<file path="src/rtl/msg_link_pkg.sv">
// Shared definitions for the one-wire message link (responder and future initiator).
// Optional feature macro: MSG_PARITY_EN (one even-parity bit after the data).
package msg_link_pkg;

    // Responder frame-reception states.
    typedef enum logic [2:0] {
        IDLE   = 3'd0,
        DATA   = 3'd1,
        PARITY = 3'd2,
        STOP   = 3'd3,
        ACK    = 3'd4
    } link_state_t;

    // Line levels that delimit a frame.
    localparam logic START_BIT  = 1'b1;
    localparam logic STOP_BIT   = 1'b0;
    localparam logic IDLE_LEVEL = 1'b0;

endpackage

</file>
<file path="src/rtl/msg_shift_in.sv">
// Payload deserialiser: LSB-first shift register plus bit counter.
// last_bit is high while the counter points at the final payload bit.
module msg_shift_in
    import msg_link_pkg::*;
#(
    parameter int DATA_W = 8
) (
    input  logic              clock,
    input  logic              reset,
    input  logic              clear,
    input  logic              shift,
    input  logic              bit_in,
    output logic [DATA_W-1:0] data,
    output logic              last_bit
);

    localparam int CNT_W = (DATA_W > 1) ? $clog2(DATA_W) : 1;

    logic [CNT_W-1:0] bit_cnt;

    // Shift new bits in at the MSB so the first bit received ends at bit 0.
    always_ff @(posedge clock) begin
        if (reset) begin
            data    <= '0;
            bit_cnt <= '0;
        end else if (clear) begin
            bit_cnt <= '0;
        end else if (shift) begin
            data    <= {bit_in, data[DATA_W-1:1]};
            bit_cnt <= bit_cnt + CNT_W'(1);
        end
    end

    assign last_bit = (bit_cnt == CNT_W'(DATA_W - 1));

endmodule

</file>
<file path="src/rtl/msg_link_responder.sv">
// Responding end of the one-wire message link: receives a framed payload,
// buffers it for a valid/ready consumer and acknowledges good frames.
// Optional feature macro: MSG_PARITY_EN (even-parity bit checked before stop).
module msg_link_responder
    import msg_link_pkg::*;
#(
    parameter int DATA_W     = 8,
    parameter int ACK_CYCLES = 2
) (
    input  logic              clock,
    input  logic              reset,
    input  logic              rx_line,
    output logic              ack_line,
    output logic [DATA_W-1:0] msg_data,
    output logic              msg_valid,
    input  logic              msg_ready,
    output logic              frame_err,
    output logic              overrun
);

    localparam int ACK_W = (ACK_CYCLES > 1) ? $clog2(ACK_CYCLES) : 1;

    link_state_t       state, state_next;
    logic [ACK_W-1:0]  ack_cnt, ack_cnt_next;
    logic              shift_clear, shift_en, last_bit;
    logic [DATA_W-1:0] shift_data;
    logic              load_msg, err_next, ovr_next;
    logic              parity_ok, frame_good, buffer_free;

    msg_shift_in #(.DATA_W(DATA_W)) u_shift_in (
        .clock    (clock),
        .reset    (reset),
        .clear    (shift_clear),
        .shift    (shift_en),
        .bit_in   (rx_line),
        .data     (shift_data),
        .last_bit (last_bit)
    );

`ifdef MSG_PARITY_EN
    logic parity_load;
    logic parity_bit;

    // Capture the received parity bit for checking in STOP.
    always_ff @(posedge clock) begin
        if (reset) parity_bit <= 1'b0;
        else if (parity_load) parity_bit <= rx_line;
    end

    assign parity_ok = (parity_bit == ^shift_data);
`else
    assign parity_ok = 1'b1;
`endif

    assign frame_good  = (rx_line == STOP_BIT) && parity_ok;
    assign buffer_free = !msg_valid || msg_ready;
    assign ack_line    = (state == ACK);

    // State and ack-length counter registers.
    always_ff @(posedge clock) begin
        if (reset) begin
            state   <= IDLE;
            ack_cnt <= '0;
        end else begin
            state   <= state_next;
            ack_cnt <= ack_cnt_next;
        end
    end

    // Next-state logic and per-cycle control strobes.
    always_comb begin
        state_next   = state;
        ack_cnt_next = ack_cnt;
        shift_clear  = 1'b0;
        shift_en     = 1'b0;
        load_msg     = 1'b0;
        err_next     = 1'b0;
        ovr_next     = 1'b0;
`ifdef MSG_PARITY_EN
        parity_load  = 1'b0;
`endif
        case (state)
            IDLE: begin
                if (rx_line == START_BIT) begin
                    shift_clear = 1'b1;
                    state_next  = DATA;
                end
            end
            DATA: begin
                shift_en = 1'b1;
                if (last_bit) begin
`ifdef MSG_PARITY_EN
                    state_next = PARITY;
`else
                    state_next = STOP;
`endif
                end
            end
`ifdef MSG_PARITY_EN
            PARITY: begin
                parity_load = 1'b1;
                state_next  = STOP;
            end
`endif
            STOP: begin
                state_next = IDLE;
                if (!frame_good) begin
                    err_next = 1'b1;
                end else if (buffer_free) begin
                    load_msg     = 1'b1;
                    ack_cnt_next = '0;
                    state_next   = ACK;
                end else begin
                    ovr_next = 1'b1;
                end
            end
            ACK: begin
                if (ack_cnt == ACK_W'(ACK_CYCLES - 1)) state_next = IDLE;
                else ack_cnt_next = ack_cnt + ACK_W'(1);
            end
            default: state_next = IDLE;
        endcase
    end

    // Message buffer and registered status pulses; a new load wins over a consume.
    always_ff @(posedge clock) begin
        if (reset) begin
            msg_data  <= '0;
            msg_valid <= 1'b0;
            frame_err <= 1'b0;
            overrun   <= 1'b0;
        end else begin
            frame_err <= err_next;
            overrun   <= ovr_next;
            if (load_msg) begin
                msg_data  <= shift_data;
                msg_valid <= 1'b1;
            end else if (msg_valid && msg_ready) begin
                msg_valid <= 1'b0;
            end
        end
    end

endmodule
</file>
<file path="config.mk">
export PLATFORM = sky130hd
export DESIGN_NAME = msg_link_responder
export DESIGN_NICKNAME = d
export VERILOG_FILES = /design/src/rtl/msg_link_pkg.sv /design/src/rtl/msg_shift_in.sv /design/src/rtl/msg_link_responder.sv
export SDC_FILE = /design/constraint.sdc
export NUM_CORES = 1
export LEC_CHECK = 0
export CORE_ASPECT_RATIO = 0.6
export CORE_UTILIZATION = 30
export CTS_CLUSTER_SIZE = 25
export DETAILED_ROUTE_END_ITERATION = 10
export GPL_TIMING_DRIVEN = 0
export RECOVER_POWER = 25
export SLEW_MARGIN = 20
export SYNTH_ARGS = -nofsm -noshare
export SYNTH_HDL_FRONTEND = slang
export SYNTH_SLANG_ARGS = --single-unit
</file>
<file path="constraint.sdc">
create_clock -name clock -period 2.3 [get_ports clock]
set_clock_uncertainty 0.2 [all_clocks]
set_input_delay 0.345 -clock clock [delete_from_list [all_inputs] [get_ports clock]]
set_output_delay 0.345 -clock clock [all_outputs]
set_load 0.01 [all_outputs]
</file>
# Word-level counts from Yosys, hierarchy flattened
# Cells that the tools add are included.
[totals]
regBits = 26
output_inout_bits = 12
elab_cells = 52
[classes]
n_reduce_logical = 12
mux = 19
n_bitwise = 2
n_addsub = 2
eq_ne = 9
[op_table]
columns = ["cell", "count"]
rows = [
  ["$mux 3", 5],
  ["$mux 1", 12],
  ["$pmux 3 s4", 1],
  ["$ne 2x2->1 const B", 4],
  ["$eq 3x3->1 const B", 2],
  ["$reduce_and 3->1", 2],
  ["$reduce_bool 2->1", 2],
  ["$reduce_or 2->1", 2],
  ["$add 3x1->3 const B", 1],
  ["$eq 3x1->1 const B", 1],
  ["$eq 3x2->1 const B", 1],
  ["$logic_not 3->1", 1],
  ["$reduce_or 3->1", 1],
  ["$ne 2x1->1 const B", 1],
  ["$not 1->1", 2],
  ["$pmux 1 s2", 1],
  ["$reduce_and 2->1", 1],
  ["$add 1x1->1 const B", 1],
  ["$logic_and 1x1->1", 1],
  ["$logic_not 1->1", 1],
  ["$logic_or 1x1->1", 1],
]

# Logic depth before layout (Yosys ltp)
[logic_depth]
ltp_word = 6
depth_mapped = 5

# By module
# Synthesis repeated with hierarchy kept, for this count alone.
[hier_totals]
hier_cells = 105
area_unflattened_um2 = 1104.8
[modules_own_cells]
columns = ["module", "n_inst", "area_each_um2", "cells_per_inst", "seq_area_each_um2"]
rows = [
  ["msg_link_responder", 1, 628.1, 64, 300.3],
  ["msg_shift_in", 1, 476.7, 41, 220.2],
]

# Worst setup path before layout
# OpenSTA, ideal clock, no wires.
[synth_path]
path_type = "register -> register"
from = "register state[0]"
to = "register u_shift_in.data[7]"
arrival_ns = 1.080
slack_ns = 0.893
synth_period_minus_slack_ns = 1.407
path_stages_with_launch = 6
required_time_ns = 1.972
cell_sequence = "dfxtp_1 buf_4 nor3b_4 buf_6 mux2i_1 nor2_1"
[synth_between]
elab_chain_cells = 4
elab_cells_between_ends = 6
classes_between = "1 x eq/ne; 2 x mux; 1 x bitwise; 2 x reduce/logical"
[synth_lines]
columns = ["item", "line", "text"]
rows = [
  ["from (decl)", "msg_link_responder.sv:23", "link_state_t state, state_next;"],
  ["from (signal assigned)", "msg_link_responder.sv:65", "state <= state_next;"],
  ["$logic_not 3->1", "msg_link_responder.sv:82", "case (state)"],
  ["$mux 1", "msg_link_responder.sv:82", ""],
  ["$not 1->1 (no line)", "--", ""],
  ["$reduce_and 2->1 (no line) (*)", "--", ""],
  ["to (signal assigned)", "msg_shift_in.sv:29", "data <= {bit_in, data[DATA_W-1:1]};"],
  ["to (decl)", "msg_shift_in.sv:13", "output logic [DATA_W-1:0] data,"],
]
# Mark *: on every way between the ends. The rest lies on a longest branch, timed or not.
# A chain may end at the register's enable or synchronous reset.

# Final worst setup path
[layout_path]
from = "register state[2]"
to = "output port ack_line"
[layout_between]
elab_chain_cells = 1
[layout_lines]
columns = ["item", "line", "text"]
rows = [
  ["$eq 3x3->1", "msg_link_responder.sv:57", "assign ack_line = (state == ACK);"],
  ["to (decl)", "msg_link_responder.sv:13", "output logic ack_line,"],
]
# Every way passes these cells.

==> metrics.md <==
| Metric | Value |
|---|---|
| Fraction of layout cells with a size suffix above 1 | 8.594% |
| Clock sink total | 26 |
| Seq/Total Area, Yosys | 45.56% |
| Maximum buffer depth of the clock tree | 2 |
| Status | finished, final reports clean |
| Period minus WS final | 2031 ps |
| Sw power | 0.1976 mW |
| Final GP Congestion | ~0.73 |
| Clock power frac | 41.3% |
| Post_cts resized | 0 |
| CTS tree | yes |
| Switching Fraction | between 20% and 30% |
| Final Hold Viols | 0 |
| Total Wirelength | 2060 um |
| Largest stage delay on the critical path | about 520 ps |
| Number of setup buffers added after CTS | 0 |
| Diodes inserted | 0 |
| Die width | 81.67 um |
| Worst-path clk slew | about 90 ps |
| Number of cell rows | 16 |
| DR DRC count | 0 |
| Initial antenna violation count | 0 |
| Via/cell ratio | 4.555 |
| R2r endpoint | msg_data[3] |
| Max Clk Rate | 492.4 MHz |
| Worst IR drop on VDD | 0.2662 mV |
| Most frequent cells in the layout | dfxtp_1, mux2i_1, nand2b_1, clkdlybuf4s50_1, nor2_1 |
| Clock root buffer master | clkbuf_8 |
| Vias in the first global route | 660 |
| PwrDens | around 670 nW/um^2 |
| H-tree depth | 1 |
| Reg-to-Reg Start | state[2] |
| CP Data Arrival Time | 1490 ps |
| Slowest CP cell | clkdlybuf4s50_1 |
| Hold_buf cts | 0 |
| Main flop type after synthesis | dfxtp_1 |
| Setup-failing EPs final | 0 |
| WHS Path Cells | 2 |
| CP Capture Type | output pin |
| DR iter-0 viols | 26 |
| Worst Setup Start Kind | flip-flop |
| First-pass GRT wire length | around 3200 um |
| WP data required | 1750 ps |
| Largest net degree at the start of global routing | 16 |
| RSZ-0062 raised after global routing | false |
| Critical Path Fanout Max | 10 |
| Final ANT Viol Nets | 0 |
| Sequential Power Share | 50.0% |
| Critical path class | reg -> out |
| Worst reg-to-reg path cell count | 4 |
| I/O pin count | 16 |
| Slew HR | 66.27% |
| Yosys warns | 0 |
| Average wire per standard cell | 11.91 um |
| Congestion Overflow GR | 0 |
| Final TNS setup | 0 ps |
| Syn Nets | approximately 120 |
| R2R Setup Slk | 590 ps |
| Core box area | 3443 um^2 |
| Worst Hold Slack | around 280 ps |
| Mapped cell area | 1142 um^2 |
| Via count | 788 |
| Die area | 4067 um^2 |
| Hold Path Class | reg -> reg |
| EDFF count, synth | 0 |
| Most common cell after layout, fill and taps aside | dfxtp_1 |
| Tightest Pin Transition | slightly above 500 ps |
| I/O Buffers | 15 |
| Cells traversed along the worst timing path | buf_6 -> nand2_1 -> inv_1 -> clkdlybuf4s50_1 |
| Pre-antenna DRT Iters | 4 |
| Fillers | ~340 |
| Hold_sp | msg_data[2] |
| Int Power | 0.7330 mW |
| Comb power frac | under 10% |
| CTS Buf Count | 3 |
| Layout Nets | 135 |
| Synth async-reset ratio | 0% |
| Final Max Tran Viols | 0 |
| Starting density of the core | 33.18% |
| Total track usage | 10.75% |
| Worst Setup SP | state[2] |
| Synth unique cells | 27 |
| Crit share post-route | 88.30% |
| Die Ht | 49.80 um |
| Max cap viols | 0 |
| Hold endpoint | msg_data[2] |
| Clk Latency, worst-skew pair | 280 ps |
| Detail Placement HPWL | 1509 um |
| Register bit total from synthesis | 26 |
| Cells after synthesis | 109 |
| LEAKAGE | 0.4931 nW |
| Area Overhead vs Synth | 22.34% |
| Avg Inst Size Synth | 10.48 um^2 |
## cells in the mapped netlist (2+ instances only)
cell type  number  area share (%)
a21oi_1         5             2.2
buf_6           3             3.0
dfxtp_1        26              46
ha_1            2             2.2
inv_1           2            0.66
mux2i_1        18              16
nand2_1         4             1.3
nand2b_1       17             9.3
nor2_1         11             3.6
nor3_1          2            0.88
o21ai_0         2            0.88
o31ai_1         2             1.3
## registers in the layout, indices dropped and copies added (netlist names)
| name | flops |
|---|---|
| u_shift_in.data | 8 |
| msg_valid | 1 |
| overrun | 1 |
| u_shift_in.bit_cnt | 3 |
| msg_data | 8 |
| ack_cnt | 1 |
| state | 3 |
| frame_err | 1 |
## layer usage
metal | vias to the layer above | part of all wire [%] | GRT usage (%)
li1 | 408 | - | -
met5 | - | 0 | 0
met2 | 9 | 41 | 14.86
met4 | 0 | 0.68 | 1.754
met3 | 3 | 3.9 | 4.444
met1 | 368 | 54 | 15.59
## final cells by class
class	count	area (um^2)	area share, %
repair buffers	15	150.1	10.74
plain buffers	7	52.55	3.760
clock buffers	3	41.29	2.954
well taps	45	56.30	4.029
multi-input cells	74	539.3	38.59
inverters	2	7.507	0.5372
clock inverters	1	30.03	2.149
flip-flops and latches	26	520.5	37.24
## cell families (layout without fill, tap and decap cells)
group           after synthesis  count (layout)  synth area share (%)
simple gates                 42              42                 24.10
fa+ha+maj                     2               2                 2.190
compound gates               12              12                 7.009
buf+inv                       9              28                 5.366
mux                          18              18                 15.77
flops                        26              26                 45.56
## per-stage QoR
step | cells | cell area, um^2 | util (%) | power [mW] | setup slack [ps]
4_1_cts | 173 | 1420 | 41.24 | 0.9440 | 247.6
2_1_floorplan | 109 | 1142 | - | 0.5401 | 892.8
6_report | 173 | 1398 | 40.59 | 0.9306 | 269.2
5_1_grt | 173 | 1398 | 40.59 | 0.9703 | 166.8
3_3_place_gp | 169 | 1349 | 39.17 | 0.5602 | 305.8
3_5_place_dp | 169 | 1349 | 39.17 | 0.5621 | 262.5
## worst max-delay path: cells and delay by family, from the launching register on
kind	cells	cell delay, ps
buf+inv	3	730
flops	1	400
simple gates	1	70
## power groups by stage
| stage | Sequential, mW | Combinational, mW | Clock (mW) |
|---|---|---|---|
| 2_1_floorplan | 0.475 | 0.0653 | 0 |
| 3_3_place_gp | 0.476 | 0.0845 | 0 |
| 3_5_place_dp | 0.476 | 0.0860 | 0 |
| 4_1_cts | 0.466 | 0.0864 | 0.392 |
| 5_1_grt | 0.467 | 0.0886 | 0.415 |
| 6_report | 0.465 | 0.0807 | 0.385 |
## how the worst max path moves through the flow
stage | endpoint | slack [ps] | cells after the start
after global placement | u_shift_in.data[7] | 310 | 4
after detailed placement | u_shift_in.data[7] | 260 | 4
after global routing | ack_line | 170 | 5
after CTS | ack_line | 250 | 5
after floorplan | u_shift_in.data[7] | 890 | 5
final | ack_line | 270 | 4
Power figures use the tool's default switching activity.
